## config.mk

```make
export PLATFORM = sky130hd
export DESIGN_NAME = pipe_hazard_ctrl_flat
export DESIGN_NICKNAME = d
export VERILOG_FILES = /design/src/rtl/pipe_hazard_ctrl_pkg.sv /design/src/rtl/pipe_hazard_ctrl_if.sv /design/src/rtl/pipe_hazard_ctrl_sat_counter.sv /design/src/rtl/pipe_hazard_ctrl.sv /design/src/flat_wrapper.sv
export SDC_FILE = /design/constraint.sdc
export NUM_CORES = 1
export LEC_CHECK = 0
export CAP_MARGIN = 40
export CORE_AREA = 3 3 40 42
export CTS_BUF_LIST = sky130_fd_sc_hd__clkbuf_8
export CTS_CLUSTER_DIAMETER = 40
export DETAILED_ROUTE_END_ITERATION = 10
export DIE_AREA = 0 0 43 45
export RECOVER_POWER = 50
export SLEW_MARGIN = 5
export SYNTH_ARGS = -nofsm -noshare
export SYNTH_HDL_FRONTEND = slang
export SYNTH_SLANG_ARGS = --single-unit
```

## constraint.sdc

```tcl
create_clock -name clk -period 3 [get_ports clk]
set_input_delay 0.6 -clock clk [delete_from_list [all_inputs] [get_ports clk]]
set_output_delay 0.6 -clock clk [all_outputs]
set_load 0.02 [all_outputs]
```

## src/rtl/pipe_hazard_ctrl_pkg.sv

```systemverilog
// pipe_ctrl_pkg
// Shared encodings for the pipeline hazard controller: the two-state FSM
// (normal running / one-cycle load-use stall) and the PC source select codes
// that the fetch stage decodes.
package pipe_ctrl_pkg;

    typedef enum logic {
        ST_RUN    = 1'b0,
        ST_LSTALL = 1'b1
    } state_t;

    localparam logic [1:0] PC_SEL_SEQ = 2'b00;
    localparam logic [1:0] PC_SEL_BR  = 2'b01;
    localparam logic [1:0] PC_SEL_J   = 2'b10;

endpackage

```

## src/rtl/pipe_hazard_ctrl_if.sv

```systemverilog
// pipe_hazard_ctrl_if
// Bundles the execute-stage hazard inputs and the pipeline control outputs.
//   master modport : pipeline side, drives loadad/branch_ex/zero/jump_ex and
//                    receives the enables, flushes, bubble, pc_sel, forwarding
//                    enables (and the performance counters when present)
//   slave modport  : the hazard controller itself
// Build option: STALL_CNT_EN adds stall_cnt/flush_cnt of width CNT_W.
interface pipe_hazard_ctrl_if #(parameter int CNT_W = 16);

    logic       loadad;
    logic       branch_ex;
    logic       zero;
    logic       jump_ex;
    logic       pc_wr;
    logic       ifid_wr;
    logic       idex_wr;
    logic       ifid_flush;
    logic       idex_flush;
    logic       exme_bubble;
    logic [1:0] pc_sel;
    logic       fwd_en_me;
    logic       fwd_en_re;

`ifdef STALL_CNT_EN
    logic [CNT_W-1:0] stall_cnt;
    logic [CNT_W-1:0] flush_cnt;

    modport master (
        output loadad, branch_ex, zero, jump_ex,
        input  pc_wr, ifid_wr, idex_wr, ifid_flush, idex_flush, exme_bubble,
        input  pc_sel, fwd_en_me, fwd_en_re, stall_cnt, flush_cnt
    );

    modport slave (
        input  loadad, branch_ex, zero, jump_ex,
        output pc_wr, ifid_wr, idex_wr, ifid_flush, idex_flush, exme_bubble,
        output pc_sel, fwd_en_me, fwd_en_re, stall_cnt, flush_cnt
    );
`else
    // Counter width only matters when the counters exist.
    if (CNT_W < 1) begin : gCntWidthUnused
    end

    modport master (
        output loadad, branch_ex, zero, jump_ex,
        input  pc_wr, ifid_wr, idex_wr, ifid_flush, idex_flush, exme_bubble,
        input  pc_sel, fwd_en_me, fwd_en_re
    );

    modport slave (
        input  loadad, branch_ex, zero, jump_ex,
        output pc_wr, ifid_wr, idex_wr, ifid_flush, idex_flush, exme_bubble,
        output pc_sel, fwd_en_me, fwd_en_re
    );
`endif

endinterface

```

## src/rtl/pipe_hazard_ctrl_sat_counter.sv

```systemverilog
// sat_counter
// Saturating up-counter used for the stall/flush performance counters.
//   clk   : rising-edge clock
//   rst   : asynchronous active-high reset, clears count
//   inc   : count one event this cycle
//   count : current value, sticks at all-ones
module sat_counter #(
    parameter int CNT_W = 16
) (
    input  logic             clk,
    input  logic             rst,
    input  logic             inc,
    output logic [CNT_W-1:0] count
);

    // Count qualified events, holding at all-ones instead of wrapping so a
    // long run never reads back as a small number.
    always_ff @(posedge clk or posedge rst) begin
        if (rst) begin
            count <= '0;
        end else if (inc && (count != '1)) begin
            count <= count + 1'b1;
        end
    end

endmodule

```

## src/rtl/pipe_hazard_ctrl.sv

```systemverilog
// pipe_hazard_ctrl
// Pipeline control companion to the execute stage. Turns the load-use flag
// and branch/jump outcome into PC/IF-ID/ID-EX write enables, flushes and the
// EX/MEM bubble, and tracks per-stage valid bits from reset so forwarding
// paths only switch on once real instructions reach them.
//   clk, rst : rising-edge clock, asynchronous active-high reset
//   bus      : pipe_hazard_ctrl_if.slave (hazard inputs, control outputs)
// Parameters: CNT_W (counter width), FLUSH_SLOTS (1 = IF/ID, 2 = IF/ID + ID/EX)
// Build option: STALL_CNT_EN instantiates stall/flush saturating counters.
module pipe_hazard_ctrl
    import pipe_ctrl_pkg::*;
#(
    parameter int CNT_W       = 16,
    parameter int FLUSH_SLOTS = 2
) (
    input  logic              clk,
    input  logic              rst,
    pipe_hazard_ctrl_if.slave bus
);

    state_t state, nextState;
    logic   vId, vEx, vMe, vWb;
    logic   nextVId, nextVEx, nextVMe, nextVWb;
    logic   ldQ, redirect, redirectTaken;
    logic   pcWr, ifidWr, idexWr, ifidFlush, idexFlush, bubble;
    logic [1:0] pcSel;

    // A load-use hit needs both the consumer (EX) and the load (MEM) to be
    // real instructions. In LSTALL the load has moved on to WB and is
    // forwarded from there, so the flag is ignored.
    assign ldQ      = (state == ST_RUN) && bus.loadad && vEx && vMe;
    assign redirect = vEx && (bus.jump_ex || (bus.branch_ex && bus.zero));

    // State and valid bits are the only storage; reset clears them at once so
    // the forwarding enables drop without waiting for a clock edge.
    always_ff @(posedge clk or posedge rst) begin
        if (rst) begin
            state <= ST_RUN;
            vId   <= 1'b0;
            vEx   <= 1'b0;
            vMe   <= 1'b0;
            vWb   <= 1'b0;
        end else begin
            state <= nextState;
            vId   <= nextVId;
            vEx   <= nextVEx;
            vMe   <= nextVMe;
            vWb   <= nextVWb;
        end
    end

    // Next-state and control outputs. A load-use stall wins over a redirect
    // because the branch operands in EX are stale that cycle; the branch is
    // re-evaluated in LSTALL with forwarded data. Otherwise the pipeline
    // simply advances and the valid bits shift down one stage.
    always_comb begin
        nextState     = ST_RUN;
        nextVId       = 1'b1;
        nextVEx       = vId;
        nextVMe       = vEx;
        nextVWb       = vMe;
        pcWr          = 1'b1;
        ifidWr        = 1'b1;
        idexWr        = 1'b1;
        ifidFlush     = 1'b0;
        idexFlush     = 1'b0;
        bubble        = 1'b0;
        pcSel         = PC_SEL_SEQ;
        redirectTaken = 1'b0;
        if (ldQ) begin
            pcWr      = 1'b0;
            ifidWr    = 1'b0;
            idexWr    = 1'b0;
            bubble    = 1'b1;
            nextState = ST_LSTALL;
            nextVId   = vId;
            nextVEx   = vEx;
            nextVMe   = 1'b0;
        end else if (redirect) begin
            redirectTaken = 1'b1;
            pcSel         = bus.jump_ex ? PC_SEL_J : PC_SEL_BR;
            ifidFlush     = 1'b1;
            idexFlush     = (FLUSH_SLOTS == 2);
            nextVId       = 1'b0;
            nextVEx       = (FLUSH_SLOTS == 2) ? 1'b0 : vId;
        end
    end

    assign bus.pc_wr       = pcWr;
    assign bus.ifid_wr     = ifidWr;
    assign bus.idex_wr     = idexWr;
    assign bus.ifid_flush  = ifidFlush;
    assign bus.idex_flush  = idexFlush;
    assign bus.exme_bubble = bubble;
    assign bus.pc_sel      = pcSel;
    assign bus.fwd_en_me   = vMe;
    assign bus.fwd_en_re   = vWb;

`ifdef STALL_CNT_EN
    sat_counter #(.CNT_W(CNT_W)) uStallCnt (
        .clk   (clk),
        .rst   (rst),
        .inc   (bubble),
        .count (bus.stall_cnt)
    );

    sat_counter #(.CNT_W(CNT_W)) uFlushCnt (
        .clk   (clk),
        .rst   (rst),
        .inc   (redirectTaken),
        .count (bus.flush_cnt)
    );
`else
    // Counter width only matters when the counters exist.
    if (CNT_W < 1) begin : gCntWidthUnused
    end
`endif

endmodule
```

## src/flat_wrapper.sv

```systemverilog
// flat-port wrapper written by rule: the top's interface ports become plain ports
module pipe_hazard_ctrl_flat import pipe_ctrl_pkg::*;
#(
    parameter int CNT_W       = 16,
    parameter int FLUSH_SLOTS = 2
)
  (clk, rst, bus_loadad, bus_branch_ex, bus_zero, bus_jump_ex, bus_pc_wr, bus_ifid_wr, bus_idex_wr, bus_ifid_flush, bus_idex_flush, bus_exme_bubble, bus_pc_sel, bus_fwd_en_me, bus_fwd_en_re);
  pipe_hazard_ctrl_if #(.CNT_W(CNT_W)) bus_i ();
  input  logic clk;
  input  logic rst;
  input wire logic [$bits(bus_i.loadad)-1:0] bus_loadad;
  input wire logic [$bits(bus_i.branch_ex)-1:0] bus_branch_ex;
  input wire logic [$bits(bus_i.zero)-1:0] bus_zero;
  input wire logic [$bits(bus_i.jump_ex)-1:0] bus_jump_ex;
  output wire logic [$bits(bus_i.pc_wr)-1:0] bus_pc_wr;
  output wire logic [$bits(bus_i.ifid_wr)-1:0] bus_ifid_wr;
  output wire logic [$bits(bus_i.idex_wr)-1:0] bus_idex_wr;
  output wire logic [$bits(bus_i.ifid_flush)-1:0] bus_ifid_flush;
  output wire logic [$bits(bus_i.idex_flush)-1:0] bus_idex_flush;
  output wire logic [$bits(bus_i.exme_bubble)-1:0] bus_exme_bubble;
  output wire logic [$bits(bus_i.pc_sel)-1:0] bus_pc_sel;
  output wire logic [$bits(bus_i.fwd_en_me)-1:0] bus_fwd_en_me;
  output wire logic [$bits(bus_i.fwd_en_re)-1:0] bus_fwd_en_re;
  assign bus_i.loadad = bus_loadad;
  assign bus_i.branch_ex = bus_branch_ex;
  assign bus_i.zero = bus_zero;
  assign bus_i.jump_ex = bus_jump_ex;
  assign bus_pc_wr = bus_i.pc_wr;
  assign bus_ifid_wr = bus_i.ifid_wr;
  assign bus_idex_wr = bus_i.idex_wr;
  assign bus_ifid_flush = bus_i.ifid_flush;
  assign bus_idex_flush = bus_i.idex_flush;
  assign bus_exme_bubble = bus_i.exme_bubble;
  assign bus_pc_sel = bus_i.pc_sel;
  assign bus_fwd_en_me = bus_i.fwd_en_me;
  assign bus_fwd_en_re = bus_i.fwd_en_re;
  pipe_hazard_ctrl #(.CNT_W(CNT_W), .FLUSH_SLOTS(FLUSH_SLOTS)) u_core (.clk(clk), .rst(rst), .bus(bus_i));
endmodule
```

==> results.yml <==
placement:
  portBuffers: 15
  place.gp.congestion: 0.634
  hpwl_um: 385
  pre_cts_slack_ps: 336
power_and_ir_drop:
  p_switching_mw: 0.151
  internal_power_mw: 0.299
  power.share.clock_pct: 27.1
  seqPwrFrac_pct: 25.9
  combPwrFrac_pct: 47.1
  peakVddDrop_v: 0.000423
  power.leakage_nw: 0.200
  powerDensity_nw_per_um2: 1040
  power_mw: 0.450
  p_sw_share_pct: 33.6
sta:
  holdWs_ps: 425
  worstMarginPinSlew_ps: 300
  final_max_slew_viol_count: 0
  period_minus_slack_ps: 2770
  finClkSkew_ps: 3.03
  fmax_mhz: 361
  grt_setup_unrepaired: "no"
  relSlewSlack_pct: 79.8
  setup_viol: 0
  final.period_utilization_pct: 92.2
  finalHoldViolCount: 0
  setup_tns_ps: 0
  worst_slack_ps: 233
run:
  drv_cap: 0
yosys:
  synth_seq_area_share_pct: 52.9
  synth.area.mux_share_pct: 6.35
  synth_area_per_cell_um2: 11.8
  synthesis.nets: 26
  synth-compound-area-share_pct: 5.82
  synthXorXnorAreaFrac_pct: 0
  synth_top_family_by_area: "simple AND/OR/NAND/NOR gates"
  ys_types: 14
  synth_cells: 20
  synth-seq-cells: 5
  synthSimpleGateAreaFrac_pct: 22.2
  synthAdderAreaFrac_pct: 0
  synth.cell_area_um2: 236
  yosys_warnings: 0
global_route:
  grt_use_total_pct: 7.87
  gr-total-overflow: 0
  grt_pass1_wl_um: 979
  grt_pass1_vias: 216
  antenna_found_initial: 0
  grt_max_degree: 6
setup_path:
  rr_endpoint: "u_core.vId"
  r2r_cells: 3
  cp_max_fo: 5
  cp-startpoint: "bus_loadad"
  timing.rr.start: "u_core.state"
  endpoint_kind: "primary output"
  critPathRequiredTime_ps: 2400
  critPathKind: "in -> out"
  rrSetupSlack_ps: 1770
  cp.arrival_ps: 2170
  worstSetupStartpointType: "input port"
detailed_routing:
  vias_per_cell: 4.06
  wl_per_cell_um: 10.3
  wirelength_um: 538
  drt_first_pass_iters: 1
  dr_total_vias: 211
  drc: 0
  drt_iter0_drc: 0
  drtAntennaViolNets: 0
floorplan:
  dieArea_um2: 1940
  die_h_um: 45
  fp.dieW_um: 43
  coreArea_um2: 1280
  fp-row-count: 13
  initial_core_util_pct: 18.4
  ios: 16
clocking:
  cts_buffers: 3
  clk_path_buf_depth: 2
  clk_pin_slew_ps: 40
  root_buffer: "clkbuf_8"
  cts.htree.levels: 1
  cts_tree: "done"
  cts_setup_buffers: 0
  cts_hold_buf: 0
  cts.sinks: 5
  cts_resized: 0
  clk_latency_ps: 220
finish:
  syn_to_final_growth_pct: 83.6
  diodes: 0
  n_fill_cell: 138
  drive_above_1_share_pct: 21.6
  final_util_pct: 33.8
  num-nets-final: 44
hold_path:
  holdCritStartpoint: "u_core.bus.fwd_en_me"
  hold_path_depth: 0
  holdPathEnd: "u_core.bus.fwd_en_re"
  worstHoldPathType: "reg -> reg"
outcome:
  outcome: "finished clean"
## Yosys cell counts (all sizes together)
cell type	count	area [um^2]
a21o	1	8.76
and2	2	13.8
and3	1	7.51
and3b	1	8.76
and4b	1	11.3
buf	3	22.5
dfrtp	5	125
inv	2	7.50
mux2	1	15.0
nand3b	1	7.51
nor2	1	3.75
o21ai	1	5.00
## state kept, by name (all words and copies together), names as in the netlist
name and flops:
u_core.bus.fwd_en_me 1, u_core.bus.fwd_en_re 1, u_core.state 1, u_core.vEx 1
u_core.vId 1
## placed cells by master (no fill, tap or decap), types with 2 or more instances in the layout
cell type	n
dlygate4sd3_1	2
clkbuf_8	3
inv_1	3
dfrtp_1	5
clkdlybuf4s50_1	13
## metal layers
layer / up-vias / global-route usage, % / routed length [um]
met5: - / 0 / 0
met4: 0 / 5.42 / 0
met3: 0 / 7.97 / 86
met2: 16 / 8.98 / 191
met1: 96 / 8.56 / 260
li1: 99 / - / -
## worst max-delay path, stage by stage
cell and delay (ps):
dlygate4sd3_1 550, and4b_1 240, nor2_1 150, clkdlybuf4s50_1 620
## cell type report
type	instances	area [um^2]	area share, %
Sequential cell	5	125	28.8
Clock buffer	3	41.3	9.51
Multi-Input combinational cell	10	80.1	18.4
Clock inverter	1	3.75	0.865
Inverter	2	7.51	1.73
Tap cell	15	18.8	4.32
Timing Repair Buffer	16	158	36.3
## through the flow
| stage | area [um^2] | instances |
|---|---|---|
| 6_report | 434 | 52 |
| 4_1_cts | 435 | 52 |
| 3_5_place_dp | 390 | 48 |
| 3_3_place_gp | 390 | 48 |
| 5_1_grt | 434 | 52 |
| 2_1_floorplan | 236 | 20 |
## power groups by stage
stage	logic (mW)	clock network (mW)	registers, mW
6_report	0.212	0.122	0.116
2_1_floorplan	0.110	0	0.130
3_3_place_gp	0.214	0	0.115
4_1_cts	0.217	0.129	0.116
5_1_grt	0.228	0.134	0.119
3_5_place_dp	0.215	0	0.116
## worst max path at each step
stage                          end  slack, ps  cells after the start
global route        bus_ifid_flush        140                      4
detailed placement   bus_pc_sel[0]        340                      5
finish              bus_ifid_flush        230                      4
floorplan           bus_ifid_flush        960                      3
global placement    bus_idex_flush        340                      5
CTS                 bus_ifid_flush        320                      5
## logic make-up after synthesis
| logic type | count (synthesis) |
|---|---|
| AOI/OAI and AO/OA | 2 |
| and+or+nand+nor | 7 |
| muxes | 1 |
| DFF | 5 |
| buffers and inverters | 5 |
(Power assumes the default switching activity.)
